[src/rtl/csr_pkg.sv]
// Shared CSR definitions: modify codes, peripheral addresses, status layout and RX FSM states.
package csr_pkg;

    localparam logic [2:0] CSR_MOD_NONE  = 3'd0;
    localparam logic [2:0] CSR_MOD_WRITE = 3'd1;
    localparam logic [2:0] CSR_MOD_SET   = 3'd2;
    localparam logic [2:0] CSR_MOD_CLEAR = 3'd3;

    localparam logic [11:0] CSR_UART_RX_ADDR = 12'hBC0;
    localparam logic [31:0] RX_EMPTY         = 32'hFFFF_FFFF;

    localparam int ST_NONEMPTY  = 0;
    localparam int ST_OVERRUN   = 1;
    localparam int ST_FRAMING   = 2;
    localparam int ST_COUNT_LSB = 8;

    typedef enum logic [1:0] {
        IDLE,
        START,
        DATA,
        STOP
    } rx_state_t;

endpackage

[src/rtl/csr_uart_rx_fifo.sv]
// Synchronous FIFO; a pop frees space for a push in the same cycle, even when full.
module sync_fifo #(
    parameter int WIDTH    = 8,
    parameter int FIFO_LOG = 3
) (
    input  logic                clk,
    input  logic                rstn,
    input  logic                push,
    input  logic                pop,
    input  logic [WIDTH-1:0]    wdata,
    output logic [WIDTH-1:0]    head,
    output logic                full,
    output logic                empty,
    output logic [FIFO_LOG:0]   count
);

    localparam int DEPTH = 1 << FIFO_LOG;

    logic [WIDTH-1:0]    mem [DEPTH];
    logic [FIFO_LOG-1:0] wr_ptr;
    logic [FIFO_LOG-1:0] rd_ptr;
    logic                do_push;
    logic                do_pop;

    assign empty   = (count == '0);
    assign full    = (count == (FIFO_LOG + 1)'(DEPTH));
    assign do_pop  = pop & ~empty;
    assign do_push = push & (~full | do_pop);
    assign head    = mem[rd_ptr];

    always_ff @(posedge clk) begin
        if (do_push) begin
            mem[wr_ptr] <= wdata;
        end
    end

    always_ff @(posedge clk) begin
        if (!rstn) begin
            wr_ptr <= '0;
            rd_ptr <= '0;
            count  <= '0;
        end else begin
            if (do_push) begin
                wr_ptr <= wr_ptr + 1'b1;
            end
            if (do_pop) begin
                rd_ptr <= rd_ptr + 1'b1;
            end
            case ({do_push, do_pop})
                2'b10:   count <= count + 1'b1;
                2'b01:   count <= count - 1'b1;
                default: count <= count;
            endcase
        end
    end

endmodule

[src/rtl/csr_uart_rx.sv]
// CSR-mapped 8N1 UART receiver with byte FIFO, overrun/framing flags and non-empty interrupt.
//   state | meaning
//   IDLE  | waiting for a falling edge on the synchronized line
//   START | timing to the middle of the start bit, rejecting glitches
//   DATA  | sampling 8 data bits LSB first at bit centres
//   STOP  | sampling the stop bit; push the byte or flag a framing error
module csr_uart_rx
    import csr_pkg::*;
#(
    parameter logic [11:0] BASE_ADDR = CSR_UART_RX_ADDR,
    parameter int          DIVISOR   = 16,
    parameter int          FIFO_LOG  = 3
) (
    input  logic        clk,
    input  logic        rstn,
    input  logic        read,
    input  logic [2:0]  modify,
    input  logic [31:0] wdata,
    input  logic [11:0] addr,
    output logic [31:0] rdata,
    output logic        valid,
    input  logic        rx,
    output logic        irq
);

    localparam logic [15:0] HALF_LOAD = 16'(DIVISOR / 2 - 1);
    localparam logic [15:0] BIT_LOAD  = 16'(DIVISOR - 1);

    logic              rx_s1;
    logic              rxs;
    logic              rxs_prev;
    rx_state_t         state;
    logic [15:0]       cnt;
    logic [2:0]        idx;
    logic [7:0]        shreg;
    logic              push_q;
    logic              frame_err_q;
    logic              read_q;
    logic [11:0]       addr_q;
    logic              overrun;
    logic              framing;

    logic [7:0]        head;
    logic              full;
    logic              empty;
    logic [FIFO_LOG:0] count;

    logic              hit_data;
    logic              hit_stat;
    logic              pop;
    logic              clr_wr;
    logic              ovr_set;
    logic [31:0]       status_word;
    logic              unused_wdata;

    assign hit_data     = (addr_q == BASE_ADDR);
    assign hit_stat     = (addr_q == BASE_ADDR + 12'd1);
    assign valid        = read_q & (hit_data | hit_stat);
    assign pop          = read_q & hit_data & ~empty;
    assign clr_wr       = hit_stat & (modify != CSR_MOD_NONE);
    assign ovr_set      = push_q & full & ~pop;
    assign unused_wdata = ^{wdata[31:3], wdata[0]};

    always_comb begin
        status_word                                  = '0;
        status_word[ST_NONEMPTY]                     = ~empty;
        status_word[ST_OVERRUN]                      = overrun;
        status_word[ST_FRAMING]                      = framing;
        status_word[ST_COUNT_LSB+FIFO_LOG:ST_COUNT_LSB] = count;
    end

    always_comb begin
        rdata = '0;
        if (valid) begin
            if (hit_data) begin
                rdata = empty ? RX_EMPTY : {24'b0, head};
            end else begin
                rdata = status_word;
            end
        end
    end

    always_ff @(posedge clk) begin
        if (!rstn) begin
            rx_s1    <= 1'b1;
            rxs      <= 1'b1;
            rxs_prev <= 1'b1;
            read_q   <= 1'b0;
            addr_q   <= '0;
            irq      <= 1'b0;
        end else begin
            rx_s1    <= rx;
            rxs      <= rx_s1;
            rxs_prev <= rxs;
            read_q   <= read;
            addr_q   <= addr;
            irq      <= ~empty;
        end
    end

    always_ff @(posedge clk) begin
        if (!rstn) begin
            state       <= IDLE;
            cnt         <= '0;
            idx         <= '0;
            shreg       <= '0;
            push_q      <= 1'b0;
            frame_err_q <= 1'b0;
        end else begin
            push_q      <= 1'b0;
            frame_err_q <= 1'b0;
            case (state)
                IDLE: begin
                    if (rxs_prev & ~rxs) begin
                        cnt   <= HALF_LOAD;
                        state <= START;
                    end
                end
                START: begin
                    if (cnt != '0) begin
                        cnt <= cnt - 1'b1;
                    end else if (!rxs) begin
                        cnt   <= BIT_LOAD;
                        idx   <= '0;
                        state <= DATA;
                    end else begin
                        state <= IDLE;
                    end
                end
                DATA: begin
                    if (cnt != '0) begin
                        cnt <= cnt - 1'b1;
                    end else begin
                        shreg[idx] <= rxs;
                        cnt        <= BIT_LOAD;
                        if (idx == 3'd7) begin
                            state <= STOP;
                        end else begin
                            idx <= idx + 1'b1;
                        end
                    end
                end
                STOP: begin
                    if (cnt != '0) begin
                        cnt <= cnt - 1'b1;
                    end else begin
                        push_q      <= rxs;
                        frame_err_q <= ~rxs;
                        state       <= IDLE;
                    end
                end
                default: state <= IDLE;
            endcase
        end
    end

    // A flag event in the same cycle as a write-1-to-clear keeps the flag set.
    always_ff @(posedge clk) begin
        if (!rstn) begin
            overrun <= 1'b0;
            framing <= 1'b0;
        end else begin
            overrun <= ovr_set | (overrun & ~(clr_wr & wdata[ST_OVERRUN]));
            framing <= frame_err_q | (framing & ~(clr_wr & wdata[ST_FRAMING]));
        end
    end

    sync_fifo #(
        .WIDTH    (8),
        .FIFO_LOG (FIFO_LOG)
    ) u_fifo (
        .clk   (clk),
        .rstn  (rstn),
        .push  (push_q),
        .pop   (pop),
        .wdata (shreg),
        .head  (head),
        .full  (full),
        .empty (empty),
        .count (count)
    );

endmodule

[config.mk]
export PLATFORM = sky130hd
export DESIGN_NAME = csr_uart_rx
export DESIGN_NICKNAME = d
export VERILOG_FILES = /design/src/rtl/csr_pkg.sv /design/src/rtl/csr_uart_rx_fifo.sv /design/src/rtl/csr_uart_rx.sv
export SDC_FILE = /design/constraint.sdc
export NUM_CORES = 1
export LEC_CHECK = 0
export ABC_AREA = 1
export CAP_MARGIN = 15
export CORE_ASPECT_RATIO = 1.25
export CORE_MARGIN = 2
export CORE_UTILIZATION = 30
export CTS_CLUSTER_DIAMETER = 120
export DETAILED_ROUTE_END_ITERATION = 6
export PLACE_DENSITY = 0.61
export SYNTH_ARGS = -nofsm -noshare
export SYNTH_HDL_FRONTEND = slang
export SYNTH_SLANG_ARGS = --single-unit
[constraint.sdc]
create_clock -name clk -period 2.25 [get_ports clk]
set_input_delay 0.45 -clock clk [delete_from_list [all_inputs] [get_ports clk]]
set_output_delay 0.45 -clock clk [all_outputs]
set_load 0.01 [all_outputs]
==> results.json, run 1 <==
{
  "synth_cells": 681,
  "pre_cts_ws_ns": -0.1368,
  "dr.first_iter.drc_count": 284,
  "first_global_vias": 4497,
  "tightest_slew_ns": 0.4171,
  "hold_violations": 0,
  "clkPwrFrac_pct": 36.9,
  "irDropWorstVdd_uv": 799.5,
  "status": "complete, but fails checks",
  "cellInternalPower_mw": 5.135,
  "rsz0062_at_grt": "yes",
  "power.share.sequential_pct": 36.2,
  "wirelength_mm": 13.21,
  "fin_ws_ns": -0.005609,
  "holdCritStartpoint": "rx_s1",
  "cts_tree": "yes",
  "dp_cells": 998,
  "drc": 0,
  "arrival_ns": 1.81,
  "start_util_pct": 30.42,
  "worstPathMaxFanout": 10,
  "boundaryPins": 85,
  "synth_seq_cells": 127,
  "clk_latency_ns": 0.42,
  "met1_length_mm": 5.587,
  "synth_fp_nets": 744,
  "worst_setup_path_end_kind": "output pin",
  "p_comb_share_pct": 26.9,
  "avgSynthCellArea_um2": 8.633,
  "clock_skew_ns": 0.007965,
  "final_layout_size_suffix_gt1_share_pct": 24.84,
  "drt_first_pass_iters": 4,
  "portBuffers": 54,
  "maxUsedRoutingLayer": "met4",
  "min_period_over_period_pct": 100.2,
  "yosys_warnings": 0,
  "syn_area_mm2": 0.005879,
  "grt_max_degree": 28,
  "setup_viol": 10,
  "die_height_um": 160.5,
  "met2_wirelength_mm": 6.970,
  "clock-root-buffer": "clkbuf_16",
  "cts_buffers": 17,
  "worstHoldPathType": "flip-flop to flip-flop",
  "num_antenna_cells": 0,
  "wl_per_cell_um": 12.68,
  "die_w_um": 129.2,
  "final_nets": 827,
  "detail-route-antenna-nets": 0,
  "grt_usage_pct": 13.18,
  "violations": "setup timing",
  "slowest_stage": "dfxtp_2",
  "gp_congestion": 0.8198,
  "ys_seq_area_share_pct": 54.14,
  "critical_path.max_stage_delay_ns": 0.32,
  "worstPathRequired_ns": 1.80,
  "grt-ovfl-total": 0,
  "fmax_ghz": 0.4433,
  "p_switching_mw": 2.572,
  "start_kind": "flip-flop",
  "timing.final.crit_period_ns": 2.256,
  "drv_slew": 0,
  "hpwl_mm": 9.019,
  "power_per_cell_area_mw_per_mm2": 984.8,
  "grt_pass1_wl_mm": 21.53,
  "fin_cells": 1042,
  "p_leak_nw": 3.284,
  "synth_cell_types": 36,
  "crit_chain": "inv_2 -> nand2_2 -> nor2_4 -> nand2_2 -> nor2_4 -> nand2_4 -> buf_6 -> nor2_4 -> buf_8 -> buf_6",
  "fp-row-count": 57,
  "power_switching_share_pct": 33.37,
  "slew_headroom_pct": 71.84,
  "viasPerCell": 4.488,
  "cap_violations": 0,
  "syn2layout_area_growth_pct": 33.09,
  "path_common_cell": "nor2_4",
  "clockBufferDepth": 2,
  "clkSinkCount": 127,
  "fillers": 1911,
  "dr_wl_met3_um": 413,
  "die-area_mm2": 0.02074,
  "cts-htree-levels": 4,
  "clk_pin_slew_ns": 0.05,
  "vias": 4677,
  "coreArea_mm2": 0.01933,
  "cp-startpoint": "addr_q[4]",
  "antenna_found_initial": 0,
  "critPathKind": "flip-flop to output pin",
  "r2r-start": "u_fifo.count[0]"
}
worst max-delay path, delay by kind of cell, from the launching register on:
kind,cells,cell delay (ns)
buffers and inverters,4,0.45
DFF,1,0.32
and+or+nand+nor,6,0.62
kinds of logic (layout without fill, tap and decap cells):
logic type	after synthesis	count (layout)	synth area share [%]
AND/OR/NAND/NOR	282	282	21.17
flip-flops	127	127	54.14
AO/OA/AOI/OAI	126	126	11.64
adder cells (fa/ha/maj)	12	12	2.554
XOR/XNOR	3	3	0.4470
buffers and inverters	131	227	10.04
state kept, by name (all words and copies together) (netlist names), 3 cells and up, named ones only:
register / count
u_fifo.rd_ptr: 3
addr_q: 12
u_fifo.count: 4
idx: 3
shreg: 8
u_fifo.mem: 64
cnt: 16
u_fifo.wr_ptr: 3
layout make-up:
class / count / area (um2) / share of cell area (%)
inverters: 92 / 365.4 / 4.669
well taps: 265 / 331.6 / 4.237
clock buffers: 22 / 444.2 / 5.676
flip-flops and latches: 127 / 3191 / 40.77
clock inverters: 10 / 163.9 / 2.095
repair buffers: 103 / 999.7 / 12.78
multi-input cells: 423 / 2330 / 29.77
Yosys cell counts, drive strengths merged:
master / number / area, um2
nand3: 43 / 240.2
a221oi: 5 / 43.79
nand4: 11 / 68.82
a21o: 1 / 7.510
nor2: 71 / 291.5
clkinv: 3 / 11.26
dfxtp: 63 / 1261
nand2: 142 / 560.5
a31oi: 3 / 18.77
o21ai: 44 / 220.2
edfxtp: 64 / 1922
o311ai: 1 / 8.760
ha: 12 / 150.1
o211ai: 1 / 7.510
nor4: 2 / 12.51
a21oi: 65 / 332.8
and3b: 1 / 8.760
a211oi: 6 / 45.04
clkbuf: 6 / 22.52
xnor2: 1 / 8.760
inv: 89 / 334.1
nor3: 10 / 50.05
or2: 2 / 12.51
xor2: 2 / 17.52
buf: 33 / 222.7
power by group through the flow:
| stage | Clock [mW] | Combinational (mW) | Sequential [mW] |
|---|---|---|---|
| floorplan | 0 | 1.69 | 2.78 |
| global placement | 0 | 2.03 | 2.83 |
| detailed placement | 0 | 2.05 | 2.83 |
| CTS | 2.89 | 2.07 | 2.78 |
| global route | 2.99 | 2.36 | 2.82 |
| finish | 2.85 | 2.07 | 2.79 |
path summary, 6_finish.rpt:
path	to	slack [ns]	cells past startpoint
setup / recovery	rdata[13]	-0.006	10
hold / removal	rxs	0.41	1
setup reg to reg	u_fifo.count[2]	0.16	16
hold reg to reg	rxs	0.41	1
cells in the final DEF (no fill, tap or decap), types with 4 or more instances in the layout:
cell	Yosys	layout
nand4_1	11	11
buf_6	2	31
clkbuf_16	0	17
nand3_1	38	36
a21oi_1	63	49
buf_2	10	9
o21ai_0	41	32
ha_1	12	12
nor2_2	7	8
clkdlybuf4s50_1	0	21
nor2_1	63	57
a21oi_2	2	16
dfxtp_1	63	59
inv_1	87	81
buf_12	0	4
clkbuf_1	6	5
edfxtp_1	64	64
bufinv_16	0	4
o21ai_2	0	6
nor2_4	1	6
nor3_1	10	10
buf_4	19	35
nand2_2	8	13
nand2_1	133	125
o21ai_1	3	6
nand3_2	5	5
nand2_4	1	4
inv_2	2	6
a211oi_2	0	6
per-layer routing:
metal  up-vias  GRT usage, %
li1       2411             -
met1      2176         15.66
met2        71         22.97
met3        19         2.398
met4         0         5.830
met5         -             0
through the flow:
stage | power (mW) | hold WS, ns | util (%) | instance area (um2) | TNS (ns)
after global routing | 8.169 | 0.4421 | 40.49 | 7825 | -2.385
after global placement | 4.858 | 0.3938 | 35.37 | 6837 | -1.160
after detailed placement | 4.884 | 0.3994 | 35.37 | 6837 | -2.252
after CTS | 7.742 | 0.4106 | 39.44 | 7622 | -2.787
after floorplan | 4.464 | 0.3925 | - | 5882 | 0
final | 7.706 | 0.4073 | 40.49 | 7825 | -0.04608
what timing repair did:
action	4_1_cts	5_1_grt
cloned	2	0
setup buffers	11	1
hold endpoints to repair	0	0
pin swaps	9	19
gates resized for setup	182	66
hold buffers	0	0
setup endpoints to repair	33	35
Note: power is estimated with default switching activity, not from simulation.
==> inputs of run 2 (changes only) <==
--- a/config.mk
+++ b/config.mk
@@ -8,7 +8,6 @@
 export ABC_AREA = 1
 export CAP_MARGIN = 15
 export CORE_ASPECT_RATIO = 1.25
-export CORE_MARGIN = 2
 export CORE_UTILIZATION = 30
 export CTS_CLUSTER_DIAMETER = 120
 export DETAILED_ROUTE_END_ITERATION = 6
==> run 2 against run 1 <==
  * The run still ends with setup timing left
  * Global-route usage grew 0.69 points
  * Sequential cell count unchanged
  * Sequential share of layout area is 0.34 points lower
  * Largest power group unchanged
==> results.json, run 2 (synthesized netlist as in run 1, its figures left out) <==
{
  "status": "complete, but fails checks",
  "violations": "setup timing",
  "final_layout_size_suffix_gt1_share_pct": 24.65,
  "clock_skew_ns": 0.01066,
  "fp-row-count": 56,
  "cts_buffers": 17,
  "viasPerCell": 4.487,
  "tightest_slew_ns": 0.3817,
  "start_util_pct": 30.96,
  "drc": 0,
  "critPathKind": "flip-flop to output pin",
  "first_global_vias": 4561,
  "top_regs": "u_fifo.mem (64), cnt (16), addr_q (12)",
  "fin_ws_ns": -0.1504,
  "gp_congestion": 0.8368,
  "cap_violations": 0,
  "worstHoldPathType": "flip-flop to flip-flop",
  "slew_headroom_pct": 74.23,
  "min_period_over_period_pct": 106.7,
  "clock-root-buffer": "clkbuf_16",
  "worstPathRequired_ns": 1.80,
  "grt_max_degree": 33,
  "reg2reg_depth": 17,
  "wirelength_mm": 13.31,
  "wl_per_cell_um": 12.65,
  "holdWs_ns": 0.4093,
  "drv_slew": 0,
  "p_leak_nw": 3.361,
  "syn2layout_area_growth_pct": 34.31,
  "setup_tns_ns": -2.958,
  "die-area_mm2": 0.02017,
  "worstHoldPathCells": 1,
  "cts-htree-levels": 4,
  "arrival_ns": 1.95,
  "final_nets": 841,
  "top_register": "u_fifo.mem",
  "fmax_ghz": 0.4166,
  "grt_usage_pct": 13.87,
  "dr_wl_met3_um": 344,
  "power_per_cell_area_mw_per_mm2": 994.3,
  "start_kind": "flip-flop",
  "clk_latency_ns": 0.42,
  "detail-route-antenna-nets": 0,
  "die_w_um": 127.2,
  "num_antenna_cells": 0,
  "final_cell_mix": "nand2_1, inv_1, edfxtp_1",
  "hold_buffers": 0,
  "vias": 4720,
  "irDropWorstVdd_uv": 856.1,
  "hold_violations": 0,
  "worst_setup_path_end_kind": "output pin",
  "met1_length_mm": 5.955,
  "antenna_found_initial": 0,
  "timing.final.crit_period_ns": 2.400,
  "dp_cells": 993,
  "worstPathMaxFanout": 5,
  "largest_register_ffs": 64,
  "rsz0062_at_grt": "yes",
  "layout_commonest_cell": "nand2_1",
  "clkSinkCount": 127,
  "boundaryPins": 85,
  "setup_viol": 28,
  "coreArea_mm2": 0.01899,
  "die_height_um": 158.5,
  "cts_tree": "yes",
  "grt_pass1_wl_mm": 21.62,
  "dr.first_iter.drc_count": 240,
  "drt_first_pass_iters": 4,
  "maxUsedRoutingLayer": "met4",
  "met2_wirelength_mm": 6.731,
  "portBuffers": 54,
  "hpwl_mm": 8.969,
  "grt-ovfl-total": 0,
  "fin_cells": 1052,
  "fillers": 1830,
  "clk_pin_slew_ns": 0.05,
  "clockBufferDepth": 2
}
[run 2: changes by cell type in the layout (fill, tap and decap cells not counted), sizes merged]
cell	change
buf	+5
bufinv	+2
clkbuf	+7
clkinvlp	+2
inv	-2
[run 2: metal layers]
metal  vias up  GRT usage [%]
met1      2183          15.92
met5         -              0
met4         0          6.122
met3        24          3.327
met2        70          24.54
li1       2443              -
[run 2: final cells by class]
type                    count  area (um2)  area share [%]
clock inverters            12       215.2           2.725
multi-input cells         423        2272           28.78
inverters                  92       355.3           4.500
flip-flops and latches    127        3193           40.44
repair buffers            117        1097           13.90
clock buffers              20       436.7           5.530
well taps                 261       326.6           4.136
[run 2: final timing paths]
path,slack [ns],endpoint,from
hold reg to reg,0.41,rxs,rx_s1
hold / removal,0.41,rxs,rx_s1
setup / recovery,-0.15,rdata[22],addr_q[5]
setup reg to reg,0.06,u_fifo.count[2],u_fifo.count[3]
[run 2: metrics by stage]
step                      util (%)  area, um2  setup WS [ns]  power (mW)
final                        41.59       7896        -0.1504       7.851
after global routing         41.59       7896        -0.2443       8.364
after CTS                    40.25       7642        -0.1436       7.907
after floorplan                  -       5882         0.2715       4.464
after global placement       35.81       6799       -0.09704       4.854
after detailed placement     35.81       6799        -0.1295       4.878
[run 2: worst max-delay path, cell delays in order, from the launching register on]
cell and delay, ns:
dfxtp_2 0.32, inv_2 0.04, nand2_2 0.05, nor2_2 0.13, nand2_2 0.09, nor2_4 0.15, nand2_4 0.09, buf_6 0.13
nor2_4 0.22, clkbuf_16 0.20, buf_6 0.10
[run 2: power by group]
group | switching [mW] | internal [mW] | total (mW)
Clock | 0.960 | 2.06 | 3.02
Sequential | 0.197 | 2.58 | 2.78
Combinational | 1.35 | 0.693 | 2.05
Total | 2.51 | 5.34 | 7.85
[run 2: what timing repair did]
action                                  4_1_cts  5_1_grt
setup buffers                                15        5
gates cloned                                  1        6
pin swaps                                     5       18
gates resized for setup                     116       99
endpoints found under the setup margin       33       35
==> inputs of run 3 (changes only) <==
--- a/config.mk
+++ b/config.mk
@@ -11,7 +11,7 @@
 export CORE_UTILIZATION = 30
 export CTS_CLUSTER_DIAMETER = 120
 export DETAILED_ROUTE_END_ITERATION = 6
-export PLACE_DENSITY = 0.61
+export PLACE_DENSITY_LB_ADDON = 0.2
 export SYNTH_ARGS = -nofsm -noshare
 export SYNTH_HDL_FRONTEND = slang
 export SYNTH_SLANG_ARGS = --single-unit
==> run 3 against run 2 <==
  * Sequential cell count is the same
  * Clock power hardly changed
  * Wire length increased by 7.1%
  * The flow still finishes with violations (setup timing)
  * Combinational power about the same
  * Critical path type unchanged
  * Fmax grew 3.0%
  * Sequential power about the same
  * Worst hold slack better by 0.0012 ns
  * Via count rose by 0.25%
  * Global-route usage rose by 0.65 points
  * Critical path depth unchanged
==> results.json, run 3 (synthesized netlist as in run 1, its figures left out) <==
{
  "status": "complete, but fails checks",
  "violations": "setup timing",
  "timing.final.crit_period_ns": 2.331,
  "min_period_over_period_pct": 103.6,
  "reg2reg_depth": 20,
  "wirelength_mm": 14.25,
  "clockBufferDepth": 2,
  "arrival_ns": 1.88,
  "hold_violations": 0,
  "first_global_vias": 4566,
  "hold_buffers": 0,
  "final_cell_area_mm2": 0.007796,
  "cp_num_buf_inv": 4,
  "tightest_slew_ns": 0.3898,
  "boundaryPins": 85,
  "syn2layout_area_growth_pct": 32.60,
  "worstPathMaxFanout": 4,
  "holdWs_ns": 0.4105,
  "wl_per_cell_um": 13.68,
  "worstHoldPathType": "flip-flop to flip-flop",
  "grt-ovfl-total": 0,
  "drc": 0,
  "hpwl_mm": 9.752,
  "critPathTopFamily": "simple AND/OR/NAND/NOR gates",
  "die-area_mm2": 0.02017,
  "place_area_mm2": 0.006814,
  "drv_slew": 0,
  "setup_viol": 28,
  "die_height_um": 158.5,
  "r2r-start": "addr_q[5]",
  "slowest_stage": "dfxtp_2",
  "largest_register_ffs": 64,
  "pre_cts_ws_ns": -0.1154,
  "critPathKind": "flip-flop to output pin",
  "crit_chain": "inv_2 -> nand2_2 -> nor2_4 -> buf_6 -> nand3_4 -> nor2_4 -> clkinv_4 -> a211oi_4 -> nor2_1 -> buf_2",
  "antenna_found_initial": 0,
  "layout_commonest_cell": "nand2_1",
  "clock-root-buffer": "clkbuf_16",
  "num_antenna_cells": 0,
  "viasPerCell": 4.541,
  "vias": 4732,
  "cts_buffers": 17,
  "cts_tree": "yes",
  "top_register": "u_fifo.mem",
  "fin_ws_ns": -0.08093,
  "clock_skew_ns": 0.005522,
  "top_regs": "u_fifo.mem (64), cnt (16), addr_q (12)",
  "clk_pin_slew_ns": 0.06,
  "drt_first_pass_iters": 5,
  "start_util_pct": 30.96,
  "fp-row-count": 56,
  "final_cell_mix": "nand2_1, inv_1, edfxtp_1",
  "portBuffers": 54,
  "cap_violations": 0,
  "critical_path.max_stage_delay_ns": 0.32,
  "slew_headroom_pct": 73.68,
  "path_common_cell": "nor2_4",
  "grt_max_degree": 22,
  "detail-route-antenna-nets": 0,
  "crit_end": "rdata[2]",
  "fmax_ghz": 0.4290,
  "clk_latency_ns": 0.41,
  "clkSinkCount": 127,
  "dr.first_iter.drc_count": 250,
  "power_per_cell_area_mw_per_mm2": 1014,
  "start_kind": "flip-flop",
  "r2r-end": "u_fifo.count[2]",
  "die_w_um": 127.2,
  "cts-htree-levels": 4,
  "gp_congestion": 0.8098,
  "grt_usage_pct": 14.52,
  "grt_pass1_wl_mm": 22.42,
  "final_layout_size_suffix_gt1_share_pct": 25.61,
  "worstPathRequired_ns": 1.80,
  "worst_setup_path_end_kind": "output pin",
  "setup_tns_ns": -1.294,
  "p_leak_nw": 3.333,
  "irDropWorstVdd_uv": 568.8,
  "coreArea_mm2": 0.01899,
  "rsz0062_at_grt": "yes",
  "cp-startpoint": "addr_q[5]",
  "r2r_slack_ns": -0.01,
  "crit_cells": 10,
  "final_nets": 831
}
run 3: cell count changes in the layout (fill, tap and decap cells not counted), sizes merged:
| cell | before | now |
|---|---|---|
| clkbuf | 29 | 22 |
| bufbuf | 0 | 1 |
| bufinv | 6 | 5 |
| clkinv | 5 | 11 |
| inv | 90 | 88 |
| buf | 86 | 79 |
| clkdlybuf4s15 | 1 | 2 |
| clkinvlp | 3 | 2 |
run 3: layout make-up:
cell class | count | area, um2
fillers | 1916 | 11190
repair buffers | 107 | 929.6
clock buffers | 18 | 439.2
inverters | 92 | 365.4
flip-flops and latches | 127 | 3193
clock inverters | 14 | 215.2
multi-input cells | 423 | 2327
well taps | 261 | 326.6
run 3: what timing repair did:
item / CTS / global route
setup buffers: 16 / 3
pin swaps: 8 / 13
gates cloned: 2 / 0
setup endpoints to repair: 33 / 35
gates resized for setup: 162 / 52
run 3: report_power, final:
part	switching (mW)	total [mW]	internal [mW]
clock	1.03	3.02	1.99
combinational	1.39	2.08	0.693
sequential	0.214	2.80	2.58
run 3: per-stage QoR:
| step | cells | utilization (%) | power, mW |
|---|---|---|---|
| 2_1_floorplan | 681 | - | 4.464 |
| 3_3_place_gp | 990 | 35.89 | 4.873 |
| 3_5_place_dp | 990 | 35.89 | 4.907 |
| 4_1_cts | 1040 | 40.21 | 7.946 |
| 5_1_grt | 1042 | 41.06 | 8.350 |
| 6_report | 1042 | 41.06 | 7.905 |
run 3: worst min-delay path by stage:
stage | start | endpoint | slack, ns | cells past startpoint
2_1_floorplan | rx_s1 | rxs | 0.39 | 1
3_3_place_gp | rx_s1 | rxs | 0.40 | 1
3_5_place_dp | rx_s1 | rxs | 0.40 | 1
4_1_cts | rx_s1 | rxs | 0.41 | 1
5_1_grt | rx_s1 | rxs | 0.43 | 1
6_report | rx_s1 | rxs | 0.41 | 1
run 3: routing by layer:
metal  wire length, um  vias to the layer above  share of wire, %  track usage, %
li1                  -                     2415                 -               -
met1              6155                     2229                43           16.12
met2              7532                       64                53           26.77
met3               290                       24               2.0           2.823
met4               274                        0               1.9           6.633
met5                 0                        -                 0               0
==> patch, RTL diff (flow settings as in run 2) <==
Remove the register `irq`: a continuous assignment takes its place, so the output `irq` follows one clock earlier.
--- a/src/rtl/csr_uart_rx.sv
+++ b/src/rtl/csr_uart_rx.sv
@@ -89,3 +89,2 @@
             addr_q   <= '0;
-            irq      <= 1'b0;
         end else begin
@@ -96,5 +95,6 @@
             addr_q   <= addr;
-            irq      <= ~empty;
         end
     end
+
+    assign irq = ~empty;
 
Formal check against the unedited RTL: no difference found for any inputs over 10 cycles, from zero or initial values and one cycle with rstn low; that may be too few to reach the edited logic, so the function may still have changed.
==> patch against run 2 <==
Area after synthesis is 1.1% lower. Routed wire length down 2.9%. Cell count down 4.2%. Sequential power down 3%. Setup slack improved by 180 ps. Sequential cell count decreased by 1. Core utilization down 1.0 points. Final area fell by 3.2%. Power fell by 8.2%. Largest power group is now sequential cells.
==> patch: results (changes against run 2) <==
[synth]
synth_cell_type_count = 40  ; +11%
synthAdderAreaFrac_pct = 2.58  ; +0.027 points
ys.warnings.count = 0  ; unchanged
synth_edf_count = 64  ; unchanged
synth.top_cells.by_area = edfxtp_1 33%, dfxtp_1 21%, nand2_1 9.2%, inv_1 5.5%, a21oi_1 5.5%
synth_common_cells = 143 x nand2_1, 86 x inv_1, 72 x nor2_1
syn-num-nets = 738  ; -0.81%
async_flop_share_pct = 0  ; unchanged
synth_compound_area_share_pct = 11.1  ; -0.56 points
synth_area_per_cell_sq_um = 8.62  ; -0.18%
synth_xor_xnor_area_share_pct = 0.301  ; -0.15 points
yosysSeqAreaShare_pct = 54.4  ; +0.24 points

[place]
placed_area_sq_um = 6830  ; +0.39%
dp_slack_ps = -160  ; -30.0 ps
place.gp.congestion = 0.804  ; -3.9%
hpwl_um = 9060  ; +0.98%
place_inst = 967  ; -2.6%

[layout]
drive_gt1_share_pct = 24.4  ; -0.30 points
fin_nets = 826  ; -1.8%
antenna_cells = 0  ; unchanged
fillers = 1872  ; +2.3%

[grt]
grt_max_degree = 30  ; -9.1%
grt_use_met1_pct = 14.2  ; -1.7 points
use_met2_pct = 25.8  ; +1.3 points
grt_pass1_wl_um = 21100  ; -2.6%
use_met3_pct = 3.31  ; -0.015 points
grt_util_all_layers_pct = 13.6  ; -0.27 points
first_global_vias = 4468  ; -2.0%

[critical_path]
rr_startpoint = addr_q[4]$_SDFF_PN0_
crit_end = rdata[2]
timing.rr.end = u_fifo.mem[2][1]$_DFFE_PP_
rr_worst_depth = 14  ; -3
crit_fanout = 11  ; +6
cp.arrival_ps = 1770  ; -180 ps
rrSetupSlack_ps = 130  ; +70 ps

[routing]
drt-total-wl_um = 12900  ; -2.9%
vias = 4666  ; -1.1%
drt_iter0_markers = 204  ; -15%
routedWlPerCell_um = 12.8  ; +1.3%

[pwr]
pwr-share-seq_pct = 37.4  ; +2.0 points
fin_total_pwr_mw = 7.21  ; -8.2%
ir_worst_vdd_mv = 0.571  ; -33%
swShare_pct = 32.2  ; +0.23 points
leakage_nw = 3.26  ; -2.9%
comb_power_share_pct = 25.4  ; -0.7 points

[sta]
hold_ws_ps = 412  ; +2.74 ps
relSlewSlack_pct = 68.6  ; -5.6 points
clock_skew_ps = 8.23  ; -2.43 ps
fin_crit_sh_pct = 98.7  ; -8.0 points

[run_status]
status = complete, no violations

[cts]
cts_made_buffers = 17  ; unchanged
clk_latency_ps = 420  ; about the same
cts_buffer_depth = 2  ; unchanged

## patch: worst min-delay path by stage
stage	endpoint	depth (start not counted)	startpoint
global route	rxs$_SDFF_PN1_	1	rx_s1$_SDFF_PN1_
floorplan	rxs$_SDFF_PN1_	1	rx_s1$_SDFF_PN1_
CTS	rxs$_SDFF_PN1_	1	rx_s1$_SDFF_PN1_
finish	rxs$_SDFF_PN1_	1	rx_s1$_SDFF_PN1_
detailed placement	rxs$_SDFF_PN1_	1	rx_s1$_SDFF_PN1_
global placement	rxs$_SDFF_PN1_	1	rx_s1$_SDFF_PN1_
## patch: repair_timing
item,in CTS,in global routing
hold endpoints to repair,0,0
hold buffers,0,0
pin swaps,14,15
gates resized for setup,114,97
cloned,1,0
buffers inserted,7,2
endpoints found under the setup margin,33,98
## patch: area by class of cell
| class | count | area (sq um) | area share, % |
|---|---|---|---|
| clock buffer | 21 | 493 | 6.45 |
| clock inverter | 11 | 103 | 1.34 |
| inverter | 90 | 353 | 4.61 |
| multi-input combinational | 423 | 2320 | 30.3 |
| sequential | 126 | 3180 | 41.5 |
| tap | 232 | 290 | 3.80 |
| timing repair buffer | 105 | 915 | 12.0 |
## patch: critical path: stages, from the launching register on
cell and delay (ps):
dfxtp_4 350, clkinv_4 60, bufbuf_16 260, nand2_1 70, a21oi_2 140, a211oi_2 60, a211oi_2 220, nor2_1 60
buf_2 140
## patch: cells by family (layout without fill, tap and decap cells)
| family | after synthesis | in the layout |
|---|---|---|
| compound gates | 118 | 118 |
| buf+inv | 126 | 227 |
| flops | 126 | 126 |
| simple gates | 291 | 291 |
| fa+ha+maj | 12 | 12 |
| xor+xnor | 2 | 2 |
## patch: per-layer routing
metal	routed length, um	part of all wire [%]
met1	5210	40
met5	0	0
met4	172	1.3
met2	7140	55
met3	399	3.1
